### config.mk
export PLATFORM = sky130hd
export DESIGN_NAME = serial_ram_loader_flat
export DESIGN_NICKNAME = d
export VERILOG_FILES = /design/src/rtl/serial_ram_loader_pkg.sv /design/src/rtl/serial_ram_loader_if.sv /design/src/rtl/serial_ram_loader.sv /design/src/flat_wrapper.sv
export SDC_FILE = /design/constraint.sdc
export NUM_CORES = 1
export LEC_CHECK = 0
export CORE_MARGIN = 2
export CORE_UTILIZATION = 40
export CTS_BUF_LIST = sky130_fd_sc_hd__clkbuf_8
export CTS_CLUSTER_DIAMETER = 40
export CTS_CLUSTER_SIZE = 14
export DETAILED_ROUTE_END_ITERATION = 8
export GPL_TIMING_DRIVEN = 0
export MAX_ROUTING_LAYER = met4
export SYNTH_ARGS = -nofsm -noshare
export SYNTH_HDL_FRONTEND = slang
export SYNTH_SLANG_ARGS = --single-unit
### constraint.sdc
create_clock -name clk -period 2.1 [get_ports clk]
set_clock_uncertainty 0.2 [all_clocks]
set_input_delay 0.63 -clock clk [delete_from_list [all_inputs] [get_ports clk]]
set_output_delay 0.63 -clock clk [all_outputs]
set_load 0.02 [all_outputs]
### src/rtl/serial_ram_loader_pkg.sv
// Shared types and constants for the boot-time serial RAM loader.
// Holds the loader state enum and frame field sizes.
package loader_pkg;

  typedef enum logic [2:0] {
    S_IDLE,
    S_ADDR_LO,
    S_ADDR_HI,
    S_LEN_LO,
    S_LEN_HI,
    S_DATA,
    S_WRITE,
    S_CHECK
  } loader_state_t;

  localparam logic [7:0] SYNC_BYTE_DEF = 8'hA5;
  localparam int unsigned BYTE_W = 8;
  localparam int unsigned LEN_W = 16;

  function automatic logic [7:0] chk_add(
    input logic [7:0] a,
    input logic [7:0] b
  );
    return a + b;
  endfunction

endpackage

### src/rtl/serial_ram_loader_if.sv
// Byte-stream input and RAM write port of the loader.
// slave = loader view, master = source/RAM side view.
interface serial_ram_loader_if #(
  parameter int ADDR_WIDTH = 15,
  parameter int DATA_WIDTH = 8
);

  logic [7:0]            rx_data;
  logic                  rx_valid;
  logic                  rx_ready;
  logic [ADDR_WIDTH-1:0] ram_addr;
  logic [DATA_WIDTH-1:0] ram_wdata;
  logic                  ram_we;
  logic                  ram_cs;
  logic                  ram_oe;

  modport slave (
    input  rx_data,
    input  rx_valid,
    output rx_ready,
    output ram_addr,
    output ram_wdata,
    output ram_we,
    output ram_cs,
    output ram_oe
  );

  modport master (
    output rx_data,
    output rx_valid,
    input  rx_ready,
    input  ram_addr,
    input  ram_wdata,
    input  ram_we,
    input  ram_cs,
    input  ram_oe
  );

endinterface

### src/rtl/serial_ram_loader.sv
// Framed byte-stream loader writing an image into system RAM.
// Define LOADER_CHECKSUM_EN to add the trailing checksum byte.
module serial_ram_loader
  import loader_pkg::*;
#(
  parameter int ADDR_WIDTH = 15,
  parameter int DATA_WIDTH = 8,
  parameter logic [7:0] SYNC_BYTE = SYNC_BYTE_DEF
) (
  input  logic                clk,
  input  logic                rst_n,
  serial_ram_loader_if.slave  bus,
  output logic                cpu_hold,
  output logic                busy,
  output logic                done,
  output logic                error
);

  loader_state_t state_q, state_d;

  logic [ADDR_WIDTH-1:0] addr_q, addr_d;
  logic [DATA_WIDTH-1:0] wdata_q, wdata_d;
  logic [7:0]            lo_q, lo_d;
  logic [LEN_W-1:0]      len_q, len_d;
  logic [7:0]            chk_q, chk_d;
  logic                  hold_q, hold_d;
  logic                  done_q, done_d;
  logic                  err_q, err_d;

  logic       rx_ready;
  logic       xfer;
  logic [7:0] rx_byte;
  logic       last_wr;
  logic       len_zero;

  assign rx_ready = (state_q != S_WRITE);
  assign xfer     = bus.rx_valid & rx_ready;
  assign rx_byte  = bus.rx_data;
  assign last_wr  = (len_q == LEN_W'(1));
  assign len_zero = ({rx_byte, lo_q} == '0);

  assign bus.rx_ready  = rx_ready;
  assign bus.ram_addr  = addr_q;
  assign bus.ram_wdata = wdata_q;
  assign bus.ram_we    = (state_q == S_WRITE);
  assign bus.ram_cs    = (state_q == S_WRITE);
  assign bus.ram_oe    = 1'b0;

  assign cpu_hold = hold_q;
  assign busy     = (state_q != S_IDLE);
  assign done     = done_q;
  assign error    = err_q;

  // State and datapath registers
  always_ff @(posedge clk or negedge rst_n) begin
    if (!rst_n) begin
      state_q <= S_IDLE;
      addr_q  <= '0;
      wdata_q <= '0;
      lo_q    <= '0;
      len_q   <= '0;
      chk_q   <= '0;
      hold_q  <= 1'b0;
      done_q  <= 1'b0;
      err_q   <= 1'b0;
    end else begin
      state_q <= state_d;
      addr_q  <= addr_d;
      wdata_q <= wdata_d;
      lo_q    <= lo_d;
      len_q   <= len_d;
      chk_q   <= chk_d;
      hold_q  <= hold_d;
      done_q  <= done_d;
      err_q   <= err_d;
    end
  end

  // Frame parser: next state, counters, checksum, status
  always_comb begin
    state_d = state_q;
    addr_d  = addr_q;
    wdata_d = wdata_q;
    lo_d    = lo_q;
    len_d   = len_q;
    chk_d   = chk_q;
    hold_d  = hold_q;
    done_d  = 1'b0;
    err_d   = err_q;

    unique case (state_q)
      S_IDLE: begin
        if (xfer && rx_byte == SYNC_BYTE) begin
          state_d = S_ADDR_LO;
          hold_d  = 1'b1;
          err_d   = 1'b0;
          chk_d   = '0;
        end
      end
      S_ADDR_LO: begin
        if (xfer) begin
          lo_d    = rx_byte;
          chk_d   = chk_add(chk_q, rx_byte);
          state_d = S_ADDR_HI;
        end
      end
      S_ADDR_HI: begin
        if (xfer) begin
          addr_d  = ADDR_WIDTH'({rx_byte, lo_q});
          chk_d   = chk_add(chk_q, rx_byte);
          state_d = S_LEN_LO;
        end
      end
      S_LEN_LO: begin
        if (xfer) begin
          lo_d    = rx_byte;
          chk_d   = chk_add(chk_q, rx_byte);
          state_d = S_LEN_HI;
        end
      end
      S_LEN_HI: begin
        if (xfer) begin
          len_d = {rx_byte, lo_q};
          chk_d = chk_add(chk_q, rx_byte);
          if (len_zero) begin
`ifdef LOADER_CHECKSUM_EN
            state_d = S_CHECK;
`else
            state_d = S_IDLE;
            done_d  = 1'b1;
            hold_d  = 1'b0;
`endif
          end else begin
            state_d = S_DATA;
          end
        end
      end
      S_DATA: begin
        if (xfer) begin
          wdata_d = DATA_WIDTH'(rx_byte);
          chk_d   = chk_add(chk_q, rx_byte);
          state_d = S_WRITE;
        end
      end
      S_WRITE: begin
        addr_d = addr_q + 1'b1;
        len_d  = len_q - 1'b1;
        if (last_wr) begin
`ifdef LOADER_CHECKSUM_EN
          state_d = S_CHECK;
`else
          state_d = S_IDLE;
          done_d  = 1'b1;
          hold_d  = 1'b0;
`endif
        end else begin
          state_d = S_DATA;
        end
      end
      S_CHECK: begin
`ifdef LOADER_CHECKSUM_EN
        if (xfer) begin
          state_d = S_IDLE;
          hold_d  = 1'b0;
          if (chk_add(chk_q, rx_byte) == 8'h00) begin
            done_d = 1'b1;
          end else begin
            err_d = 1'b1;
          end
        end
`else
        state_d = S_IDLE;
        hold_d  = 1'b0;
`endif
      end
      default: begin
        state_d = S_IDLE;
      end
    endcase
  end

endmodule

### src/flat_wrapper.sv
// flat-port wrapper written by rule: the top's interface ports become plain ports
module serial_ram_loader_flat import loader_pkg::*;
#(
  parameter int ADDR_WIDTH = 15,
  parameter int DATA_WIDTH = 8,
  parameter logic [7:0] SYNC_BYTE = SYNC_BYTE_DEF
)
  (clk, rst_n, cpu_hold, busy, done, error, bus_rx_data, bus_rx_valid, bus_rx_ready, bus_ram_addr, bus_ram_wdata, bus_ram_we, bus_ram_cs, bus_ram_oe);
  serial_ram_loader_if #(.ADDR_WIDTH(ADDR_WIDTH), .DATA_WIDTH(DATA_WIDTH)) bus_i ();
  input  logic clk;
  input  logic rst_n;
  output logic cpu_hold;
  output logic busy;
  output logic done;
  output logic error;
  input wire logic [$bits(bus_i.rx_data)-1:0] bus_rx_data;
  input wire logic [$bits(bus_i.rx_valid)-1:0] bus_rx_valid;
  output wire logic [$bits(bus_i.rx_ready)-1:0] bus_rx_ready;
  output wire logic [$bits(bus_i.ram_addr)-1:0] bus_ram_addr;
  output wire logic [$bits(bus_i.ram_wdata)-1:0] bus_ram_wdata;
  output wire logic [$bits(bus_i.ram_we)-1:0] bus_ram_we;
  output wire logic [$bits(bus_i.ram_cs)-1:0] bus_ram_cs;
  output wire logic [$bits(bus_i.ram_oe)-1:0] bus_ram_oe;
  assign bus_i.rx_data = bus_rx_data;
  assign bus_i.rx_valid = bus_rx_valid;
  assign bus_rx_ready = bus_i.rx_ready;
  assign bus_ram_addr = bus_i.ram_addr;
  assign bus_ram_wdata = bus_i.ram_wdata;
  assign bus_ram_we = bus_i.ram_we;
  assign bus_ram_cs = bus_i.ram_cs;
  assign bus_ram_oe = bus_i.ram_oe;
  serial_ram_loader #(.ADDR_WIDTH(ADDR_WIDTH), .DATA_WIDTH(DATA_WIDTH), .SYNC_BYTE(SYNC_BYTE)) u_core (.clk(clk), .rst_n(rst_n), .bus(bus_i), .cpu_hold(cpu_hold), .busy(busy), .done(done), .error(error));
endmodule
==> summary.md <==
| Metric | Value |
|---|---|
| Outcome | complete, but fails checks |
| Failing checks | negative setup slack |
| Post-Syn Area | 2790 um^2 |
| Worst-Margin Slew | 0.744 ns |
| Routed Antenna Nets | 0 |
| ANT cells | 0 |
| H-tree depth | 2 |
| Via count | 2,635 |
| Leakage power | 1.60 nW |
| Synthesis-to-layout area growth | 33.2% |
| Post-route setup slack | -0.268 ns |
| Clock share of power | 12.3% |
| Pin count of the biggest net entering global routing | 30 |
| Global-route wire length before repair | 12,800 um |
| Top-level I/O count | 42 |
| Share of cells above drive strength 1 | 26.5% |
| Crit path launch type | register |
| Final non-filler cell total | 455 |
| Critical path arrival | 1.54 ns |
| Max cap viols | 0 |
| IO Port Bufs | 38 |
| Fill cells | 636 |
| Max FO, Critical Path | 6 |
| Pre-CTS setup slack | -0.805 ns |
| Tot GR Track Use | 22.3% |
| Switching Fraction | 43.3% |
| Cts hold-fix bufs | 0 |
| Yosys warning count | 0 |
| Synth Flop Type | dfrtp_1 |
| Endpoints failing hold | 0 |
| Area of the core | 6790 um^2 |
| Inst Count DP | 428 |
| Nets | 372 |
| Worst setup EP type | primary output |
| Top post-synthesis cells by area | dfrtp_1 47%, mux2_2 6.4%, nand2_1 4.3% |
| Sequential area share after synthesis | 46.6% |
| Area leader, netlist | dfrtp_1 |
| Mapped Avg Cell Area | 9.57 um^2 |
| Yosys top cell area share | 46.6% |
| Die W | 87.6 um |
| Root buf cell | clkbuf_8 |
| PwrDens | 1390 nW/um^2 |
| Pint | 0.00294 W |
| Commonest non-fill, non-tap cell in the layout | dfrtp_1 |
| Routed wire per std cell | 18.1 um |
| Net switching power | 0.00224 W |
| Final min period | 2.37 ns |
| DRC violations left | 0 |
| Fin. max-slew vios | 0 |
| Yosys reg bits | 52 |
| HPWL Detailed | 5410 um |
| Longest Clk Path Bufs | 2 |
| Final Wtd Congestion | 0.914 |
| Max rail drop VDD | 613 uV |
| Antenna violations before repair | 0 |
| Worst skew pair latency | 0.32 ns |
| Starting density of the core | 41.1% |
| Via density | 5.79 |
| Final core occ | 54.8% |
| Clock transition at path regs | 0.11 ns |
| Combinational power share | 49.4% |
| Most frequent cells in the layout | 48 x dfrtp_1, 30 x nand2_1, 25 x buf_4 |
| Fin crit share | 113% |
| Hold Path Class | in2async |
| CTS tree | done |
| Cell area after layout | 3720 um^2 |
| WP data required | 1.27 ns |
| Placed cell areas | 3320 um^2 |
| Number of synthesized flops with an enable pin | 0 |
| Die Area | 7670 um^2 |
| Async S/R FF share, synth | 100% |
| Endpoints failing setup | 11 |
| F_max | 422 MHz |
| CP Class | reg2out |
| Relative max-transition margin | 50.1% |
| Grt ovf | 0 |
| Initial drt markers | 176 |
| First-pass DRT Iterations | 4 |
| Row count | 30 |
| Cells after Synth | 292 |
| Total wire length | 8250 um |
| Die H | 87.6 um |
| Num CTS Buffers | 5 |
| Synth cell types | 48 |
| Vias in the first global route | 2,466 |
| Seq pwr share | 38.3% |
| Clk sinks | 52 |
| Overall power | 0.00518 W |
| RSZ-0062 raised after global routing | true |
==> through the flow <==
step                      hold slack (ns)  setup TNS (ns)
after global routing                0.132           -2.83
after CTS                           0.117           -1.61
after detailed placement            0.294          -11.81
after floorplan                     0.134        -0.00727
after global placement              0.288          -91.41
final                              0.0949           -1.92
==> Yosys cell counts, types with 6 or more instances <==
cell type / n
dfrtp_1: 52
nand2_1: 32
nor2_1: 18
nand3_1: 17
mux2_2: 16
a21oi_1: 15
clkbuf_1: 14
o21ai_0: 12
o311ai_0: 12
o211ai_1: 11
nor4_1: 6
or4_1: 6
==> kinds of logic (layout without fill, tap and decap cells) <==
kind of cell | after synthesis | after routing | share of synthesized area, %
flip-flops | 52 | 52 | 46.6
adder cells (fa/ha/maj) | 3 | 3 | 1.34
multiplexers | 16 | 16 | 6.45
other | 1 | 2 | 0.134
AND/OR/NAND/NOR | 114 | 114 | 21.5
buffers and inverters | 27 | 93 | 4.16
AO/OA/AOI/OAI | 79 | 79 | 19.8
==> sequential cells by signal, summed over array words and instances, names as in the netlist <==
register,flops
u_core.done,1
u_core.cpu_hold,1
u_core.state_q,3
u_core.len_q,16
u_core.bus.ram_wdata,8
u_core.lo_q,8
u_core.bus.ram_addr,15
==> repair_timing <==
action,4_1_cts,5_1_grt
pin swaps,4,3
cloned,0,0
setup endpoints to repair,54,30
gates resized for setup,74,31
buffers inserted,14,9
==> path summary, 6_finish.rpt <==
| path | start | endpoint | slack (ns) | cells after the start |
|---|---|---|---|---|
| worst max-delay path | u_core.state_q[2] | bus_ram_we | -0.27 | 6 |
| worst min-delay path | rst_n | u_core.state_q[1] | 0.09 | 1 |
| worst max register to register | u_core.state_q[0] | u_core.len_q[5] | -0.22 | 7 |
| worst min register to register | u_core.bus.ram_wdata[7] | u_core.bus.ram_wdata[7] | 0.31 | 1 |
| max in group asynchronous | rst_n | u_core.len_q[3] | 1.03 | 2 |
| min in group clk | u_core.bus.ram_wdata[7] | u_core.bus.ram_wdata[7] | 0.31 | 1 |
==> area by class of cell <==
class                   instances  area, um^2  share of cell area [%]
repair buffers                 62         552                    14.8
multi-input cells             214        1470                    39.4
well taps                      96         120                    3.23
clock buffers                   5        68.8                    1.85
plain buffers                  19         165                    4.44
clock inverters                 3        27.5                   0.739
flip-flops and latches         52        1310                    35.1
inverters                       4        16.3                   0.437
==> critical path, cell delays in order (launching register included) <==
cell and delay (ns):
dfrtp_1 0.40, buf_6 0.13, nand3b_1 0.18, clkinv_2 0.12, clkbuf_16 0.17, buf_6 0.11, buf_6 0.12
==> routing by layer <==
layer | GRT usage [%] | wire (um) | vias to the layer above
met4 | 5.31 | 164 | 0
li1 | - | - | 1238
met1 | 31.6 | 3780 | 1278
met2 | 33.2 | 3780 | 105
met5 | - | 0 | -
met3 | 4.05 | 519 | 14
==> power groups by stage <==
| stage | registers [W] | clock network, W | logic [W] |
|---|---|---|---|
| after floorplan | 0.00209 | 0 | 0.00127 |
| after global placement | 0.00196 | 0 | 0.00231 |
| after CTS | 0.00194 | 0.000648 | 0.00235 |
| after global routing | 0.00205 | 0.000686 | 0.00278 |
| final | 0.00199 | 0.000637 | 0.00256 |
| after detailed placement | 0.00197 | 0 | 0.00234 |
No activity file was read; power rests on OpenSTA's default activity.
